===== src/rtl/attacker_array.sv =====
// attacker_array: NUM_ATK attackers that chase the shooter once per move tick,
// die on bullet hits, respawn at an LFSR-chosen column and drive the sprite
// hit flag for the colour mux. Position/timer updates are swept one attacker
// per cycle during vertical blanking; the pixel compare runs in parallel.
module attacker_array #(
    parameter int NUM_ATK        = 6,
    parameter int COORD_W        = 17,
    parameter int H_RES          = 1024,
    parameter int V_RES          = 768,
    parameter int ATK_HALF       = 8,
    parameter int STEP           = 2,
    parameter int MOVE_DIV       = 2,
    parameter int RESPAWN_FRAMES = 120
) (
    input  logic                 clk_65M,
    input  logic                 clear,
    input  logic [COORD_W-1:0]   H_count,
    input  logic [COORD_W-1:0]   V_count,
    input  logic                 vid_on,
    input  logic [COORD_W-1:0]   shooter_xmid,
    input  logic [COORD_W-1:0]   shooter_ymid,
    input  logic                 game_stop,
    input  logic                 hit_valid,
    input  logic [COORD_W-1:0]   hit_x,
    input  logic [COORD_W-1:0]   hit_y,
    output logic                 atk_on,
    output logic [3:0]           atk_id,
    output logic [NUM_ATK-1:0]   atk_active,
    output logic [7:0]           kill_count,
    output logic                 game_over
);

    localparam logic [COORD_W-1:0] HALF_C    = COORD_W'(ATK_HALF);
    localparam logic [COORD_W-1:0] STEP_C    = COORD_W'(STEP);
    localparam logic [COORD_W-1:0] COLL_C    = COORD_W'(2 * ATK_HALF);
    localparam logic [COORD_W-1:0] V_RES_C   = COORD_W'(V_RES);
    localparam logic [15:0]        SPAN_C    = 16'(H_RES - 2 * ATK_HALF);
    localparam logic [3:0]         LAST_IDX  = 4'(NUM_ATK - 1);
    localparam logic [7:0]         MOVE_LAST = 8'(MOVE_DIV - 1);
    localparam logic [7:0]         RESP_LAST = 8'(RESPAWN_FRAMES - 1);

    typedef enum logic [1:0] {IDLE, UPDATE, CHECK} state_t;

    // Unsigned distance without wrap: compare first, then subtract.
    function automatic logic [COORD_W-1:0] abs_diff(input logic [COORD_W-1:0] a,
                                                    input logic [COORD_W-1:0] b);
        return (a >= b) ? (a - b) : (b - a);
    endfunction

    // One axis of motion: snap onto the target when within STEP, else step toward it.
    function automatic logic [COORD_W-1:0] step_toward(input logic [COORD_W-1:0] pos,
                                                       input logic [COORD_W-1:0] target);
        if (abs_diff(pos, target) <= STEP_C)
            return target;
        else if (pos > target)
            return pos - STEP_C;
        else
            return pos + STEP_C;
    endfunction

    function automatic logic [COORD_W-1:0] init_x(input int i);
        return COORD_W'((i + 1) * H_RES / (NUM_ATK + 1));
    endfunction

    state_t               state_reg, state_next;
    logic [3:0]           idx_reg;
    logic                 tick_cond_reg;
    logic [7:0]           move_cnt_reg;
    logic                 move_sweep_reg;
    logic [15:0]          lfsr_reg;
    logic                 game_over_reg;
    logic [7:0]           kill_count_reg;
    logic                 pend_valid_reg;
    logic [COORD_W-1:0]   pend_x_reg, pend_y_reg;
    logic                 atk_on_reg;
    logic [3:0]           atk_id_reg;

    logic [COORD_W-1:0]   x_reg     [NUM_ATK];
    logic [COORD_W-1:0]   y_reg     [NUM_ATK];
    logic [7:0]           timer_reg [NUM_ATK];
    logic [NUM_ATK-1:0]   active_reg;

    logic                 tick_cond, frame_tick;
    logic                 run_ok, upd_en, do_move, do_respawn, collide, apply_hit;
    logic [COORD_W-1:0]   cur_x, cur_y, next_x, next_y, spawn_x;
    logic                 cur_active;
    logic [7:0]           cur_timer;
    logic [15:0]          spawn_off;
    logic [NUM_ATK-1:0]   pix_hit, hit_match, kill_vec;
    logic [3:0]           pix_id;

    assign tick_cond  = (H_count == '0) && (V_count == V_RES_C);
    assign frame_tick = tick_cond && !tick_cond_reg;
    assign run_ok     = !game_stop && !game_over_reg;
    assign upd_en     = (state_reg == UPDATE) && run_ok;
    assign apply_hit  = pend_valid_reg && (state_reg != UPDATE) && !game_over_reg;
    assign spawn_off  = lfsr_reg % SPAN_C;
    assign spawn_x    = HALF_C + COORD_W'(spawn_off);

    // Per-attacker parallel compares: sprite coverage and bullet proximity.
    genvar gi;
    generate
        for (gi = 0; gi < NUM_ATK; gi++) begin : g_cmp
            assign pix_hit[gi]   = active_reg[gi] && vid_on &&
                                   (abs_diff(H_count, x_reg[gi]) < HALF_C) &&
                                   (abs_diff(V_count, y_reg[gi]) < HALF_C);
            assign hit_match[gi] = active_reg[gi] &&
                                   (abs_diff(x_reg[gi], pend_x_reg) <= HALF_C) &&
                                   (abs_diff(y_reg[gi], pend_y_reg) <= HALF_C);
        end
    endgenerate

    // Pick out the attacker under the sweep pointer and compute its move.
    always_comb begin
        cur_x      = '0;
        cur_y      = '0;
        cur_active = 1'b0;
        cur_timer  = '0;
        for (int i = 0; i < NUM_ATK; i++) begin
            if (idx_reg == 4'(i)) begin
                cur_x      = x_reg[i];
                cur_y      = y_reg[i];
                cur_active = active_reg[i];
                cur_timer  = timer_reg[i];
            end
        end
        next_x     = step_toward(cur_x, shooter_xmid);
        next_y     = step_toward(cur_y, shooter_ymid);
        collide    = (abs_diff(next_x, shooter_xmid) < COLL_C) &&
                     (abs_diff(next_y, shooter_ymid) < COLL_C);
        do_move    = upd_en && cur_active && move_sweep_reg;
        do_respawn = upd_en && !cur_active && (cur_timer == RESP_LAST);
    end

    // Lowest-index match wins; only one kill per bullet.
    always_comb begin
        kill_vec = '0;
        for (int i = NUM_ATK - 1; i >= 0; i--) begin
            if (apply_hit && hit_match[i]) begin
                kill_vec    = '0;
                kill_vec[i] = 1'b1;
            end
        end
    end

    // Lowest-index sprite wins for the colour mux.
    always_comb begin
        pix_id = '0;
        for (int i = NUM_ATK - 1; i >= 0; i--) begin
            if (pix_hit[i])
                pix_id = 4'(i);
        end
    end

    // Sweep FSM next-state.
    always_comb begin
        state_next = state_reg;
        case (state_reg)
            IDLE:    if (frame_tick && !game_stop && !game_over_reg) state_next = UPDATE;
            UPDATE:  if (idx_reg == LAST_IDX) state_next = CHECK;
            CHECK:   state_next = IDLE;
            default: state_next = IDLE;
        endcase
    end

    // FSM, sweep pointer, move divider, LFSR, hit latch and scoring state.
    always_ff @(posedge clk_65M) begin
        if (clear) begin
            state_reg      <= IDLE;
            idx_reg        <= '0;
            tick_cond_reg  <= 1'b0;
            move_cnt_reg   <= '0;
            move_sweep_reg <= 1'b0;
            lfsr_reg       <= 16'hACE1;
            game_over_reg  <= 1'b0;
            kill_count_reg <= '0;
            pend_valid_reg <= 1'b0;
            pend_x_reg     <= '0;
            pend_y_reg     <= '0;
            atk_on_reg     <= 1'b0;
            atk_id_reg     <= '0;
        end else begin
            state_reg     <= state_next;
            tick_cond_reg <= tick_cond;
            atk_on_reg    <= |pix_hit;
            atk_id_reg    <= pix_id;
            idx_reg       <= (state_reg == UPDATE && idx_reg != LAST_IDX) ? idx_reg + 4'd1 : 4'd0;
            if (state_reg == IDLE && state_next == UPDATE) begin
                move_sweep_reg <= (move_cnt_reg == 8'd0);
                move_cnt_reg   <= (move_cnt_reg == MOVE_LAST) ? 8'd0 : move_cnt_reg + 8'd1;
            end
            if (do_respawn)
                lfsr_reg <= {lfsr_reg[0] ^ lfsr_reg[2] ^ lfsr_reg[3] ^ lfsr_reg[5], lfsr_reg[15:1]};
            if (do_move && collide)
                game_over_reg <= 1'b1;
            if (hit_valid && !game_over_reg) begin
                pend_valid_reg <= 1'b1;
                pend_x_reg     <= hit_x;
                pend_y_reg     <= hit_y;
            end else if (apply_hit) begin
                pend_valid_reg <= 1'b0;
            end
            if (|kill_vec && kill_count_reg != 8'hFF)
                kill_count_reg <= kill_count_reg + 8'd1;
        end
    end

    // Attacker positions, alive flags and respawn timers.
    always_ff @(posedge clk_65M) begin
        for (int i = 0; i < NUM_ATK; i++) begin
            if (clear) begin
                x_reg[i]      <= init_x(i);
                y_reg[i]      <= HALF_C;
                active_reg[i] <= 1'b1;
                timer_reg[i]  <= '0;
            end else if (upd_en && idx_reg == 4'(i)) begin
                if (do_move) begin
                    x_reg[i] <= next_x;
                    y_reg[i] <= next_y;
                end else if (do_respawn) begin
                    active_reg[i] <= 1'b1;
                    timer_reg[i]  <= '0;
                    x_reg[i]      <= spawn_x;
                    y_reg[i]      <= HALF_C;
                end else if (!cur_active) begin
                    timer_reg[i] <= timer_reg[i] + 8'd1;
                end
            end else if (kill_vec[i]) begin
                active_reg[i] <= 1'b0;
                timer_reg[i]  <= '0;
            end
        end
    end

    assign atk_on     = atk_on_reg;
    assign atk_id     = atk_id_reg;
    assign atk_active = active_reg;
    assign kill_count = kill_count_reg;
    assign game_over  = game_over_reg;

endmodule

===== config.mk =====
export PLATFORM = sky130hd
export DESIGN_NAME = attacker_array
export DESIGN_NICKNAME = d
export VERILOG_FILES = /design/src/rtl/attacker_array.sv
export SDC_FILE = /design/constraint.sdc
export NUM_CORES = 2
export LEC_CHECK = 0
export ABC_AREA = 1
export BUFFER_PORTS_ARGS = -buffer_cell sky130_fd_sc_hd__buf_2
export CAP_MARGIN = 20
export CELL_PAD_IN_SITES_DETAIL_PLACEMENT = 0
export CELL_PAD_IN_SITES_GLOBAL_PLACEMENT = 1
export CORE_AREA = 3 3 346 348
export CTS_BUF_LIST = sky130_fd_sc_hd__clkbuf_16
export DETAILED_ROUTE_END_ITERATION = 10
export DIE_AREA = 0 0 349 351
export PLACE_DENSITY_LB_ADDON = 0.1
export SLEW_MARGIN = 0
export SYNTH_ARGS = -nofsm -noshare
export SYNTH_HDL_FRONTEND = slang
export SYNTH_SLANG_ARGS = --single-unit

===== constraint.sdc =====
create_clock -name clk_65M -period 22.3 [get_ports clk_65M]
set_clock_uncertainty 0.2 [all_clocks]
set_input_delay 5.575 -clock clk_65M [delete_from_list [all_inputs] [get_ports clk_65M]]
set_output_delay 5.575 -clock clk_65M [all_outputs]
set_load 0.1 [all_outputs]

==> out/metrics.cfg <==
[global_routing]
grt_max_degree = 70
antenna_found_initial = 21
gr-usage-all-layers = 0.4674
grt_pass1_vias = 62410
grt_overflow = 0
grt_pass1_wl_um = 420300

[sta]
slew_headroom = 0.1837
grt_setup_unrepaired = no
timing.final.crit_period_ns = 14.01
setup_viol = 0
tightest_slew_ns = 1.216
layout_worst_path_cycle_share = 0.6284
hold_violations = 0
slew_violations = 0
fin_tns_setup_ns = 0
worst_slack_ns = 8.287
max_freq_mhz = 71.36

[run_status]
status = complete, but fails checks
violations = design-rule violations

[routing]
drc = 1
detail_route.wl_per_cell_um = 28.64
num_vias = 68290
firstDrtPassIters = 11
antenna_left = 0
viasPerCell = 6.521
wirelength_um = 299900
drt_iter0_markers = 9922

[placed_design]
dp.final_hpwl_um = 236500
routabilityCongestion = 1.175
port_buffers = 125
dp_slack_ns = 7.717

[die]
ios = 127
die_height_um = 351
die_x_um = 349
dieArea_um2 = 122500
rows = 125
start_util = 0.5010
coreArea_um2 = 116500

[critical_path]
critical_path_buf_inv_count = 6
cp-start-kind = input pin
worstSetupStartpoint = shooter_xmid[2]
setup.worst_path.end_class = register
cp.arrival_ns = 14.39
crit_path_frequent_cell = nand2_1
max_stage_delay_ns = 0.58
path_delay_family = compound AO/OA/AOI/OAI gates
worstSetupPathType = in -> reg
crit-reg2reg-launch = idx_reg[1]
path_max_fanout = 34
required_ns = 22.68
cp_slowest_cell = nand2_1

[power]
peakVddDrop_mv = 0.06529
pwr_density_cell_nw_per_um2 = 51.03
p_leak_nw = 29.91

[final_layout]
fill_cells = 11870
nets = 9978
layout-drive-gt1-share = 0.05181
syn_to_final_growth_pct = 7.153
fin_util = 0.5368

[clock_network]
numCtsBuffers = 47
postCtsSetupBuffers = 0
tritoncts = yes
hold_buffers = 0
cts_resized = 0
h-tree-depth = 2
clk_pin_slew_worst_paths_ns = 0.07
clockBufferDepth = 3
clock-sinks = 338
clk_latency_ns = 0.66
cts_root_buffer = clkbuf_16

[yosys]
ys_seq_area_frac = 0.1591
synth_edf_count = 252
syn_area_um2 = 58370
synth_top_family_by_area = compound AO/OA/AOI/OAI gates
muxShareOfSynthArea = 0.007545
synth_compound_area_frac = 0.2575
syn-instance-count = 8825
async_reset_ff_frac = 0
avgSynthCellArea_um2 = 6.615
synthSimpleGateAreaFrac = 0.2305
synth_xor_area_frac = 0.04276
yosysUniqueCellTypes = 78
yosys_warnings = 0
ys_dominant_reg_cell = edfxtp_1
synth-seq-cells = 338
synth_fa_ha_area_frac = 0.2093
syn_nets = 9905

[hold_path]
min_from = atk_active[2]
hold_path_class = reg -> reg

[flow_run]
cap_viol_max_count = 0

## per-stage QoR
| stage | hold slack (ns) | total power [mW] | area, µm² | cells |
|---|---|---|---|---|
| floorplan | 0.2300 | 1.763 | 58370 | 8825 |
| finish | 0.2479 | 3.192 | 62550 | 10470 |
| detailed placement | 0.2357 | 2.298 | 60900 | 10370 |
| global route | 0.2936 | 3.318 | 62520 | 10460 |
| CTS | 0.2503 | 3.101 | 62520 | 10460 |
| global placement | 0.2351 | 2.300 | 60870 | 10370 |
## layout make-up
type	instances	area [µm²]	area share
tap	1524	1907	0.03048
multi-input combinational	7050	43710	0.6989
sequential	338	9289	0.1485
antenna	11	27.53	0.0004401
timing repair buffer	212	1299	0.02076
clock buffer	47	1176	0.01880
clock inverter	41	450.4	0.007201
inverter	1249	4688	0.07495
## worst paths after layout
path / cells after the start / to / slack, ns
worst max-delay path: 42 / game_over / 8.29
worst min-delay path: 2 / atk_active[2] / 0.25
worst max register to register: 54 / game_over / 10.07
worst min register to register: 2 / atk_active[2] / 0.25
## cells in the mapped netlist, types with 56 or more instances
cell type     n  area, µm²
xor2_1      176       1541
dfxtp_1      86       1722
xnor2_1     109      954.7
o21ai_0     832       4164
o21a_1       56      420.4
nor2_1      766       2875
a211oi_1     58      435.4
or2_2        78      488.0
edfxtp_1    252       7567
nand2_1    1584       5946
o21bai_1     74      555.5
o22ai_1      63      394.1
nor3_1      115      575.6
o211ai_1     85      638.1
nand4_1     117      732.0
nand3_1     338       1692
a221oi_1     69      604.3
a21oi_1     978       4895
inv_1      1234       4632
clkbuf_1    157      589.3
nor4_1       66      412.9
ha_1        967      12100
## worst reg2reg max path: cells and delay by family, from the launching register on
kind            cells  cell delay, ns
compound gates     19            4.12
buf+inv            11            2.71
simple gates       19            3.37
fa+ha+maj           3            1.09
xor+xnor            2            0.28
flops               1            0.39
## cells by family after synthesis
| group | count (synthesis) |
|---|---|
| xor+xnor | 285 |
| fa+ha+maj | 973 |
| buf+inv | 1437 |
| compound gates | 2589 |
| mux | 44 |
| flops | 338 |
| simple gates | 3158 |
| other cells | 1 |
## report_power, final
group | internal [mW] | switching, mW | total, mW | leakage [nW]
Clock | 0.470 | 0.341 | 0.811 | 0.815
Sequential | 0.693 | 0.0362 | 0.729 | 3.18
Combinational | 0.495 | 1.16 | 1.65 | 25.9
## cell usage in the layout, fill, tap and decap left out, types with 56 or more instances in the layout
master       n
ha_1       967
or2_2       78
o21a_1      56
xnor2_1    109
nand4_1    117
buf_2      125
a211oi_1    58
inv_1     1239
nand3_1    338
a21oi_1    978
edfxtp_1   252
nor2_1     762
xor2_1     176
nor3_1     114
o21bai_1    74
o21ai_0    830
a221oi_1    69
buf_4       86
o211ai_1    85
nor4_1      66
dfxtp_1     86
nand2_1   1581
o22ai_1     63
## routing by layer
metal  track usage  share of wire  up-vias
li1              -              -    30510
met1        0.5838           0.38    31660
met2        0.6516           0.39     4997
met3        0.1789           0.15     1106
met4        0.3387          0.087       22
met5      0.004317        0.00076        -
Note: power is estimated with default switching activity, not from simulation.
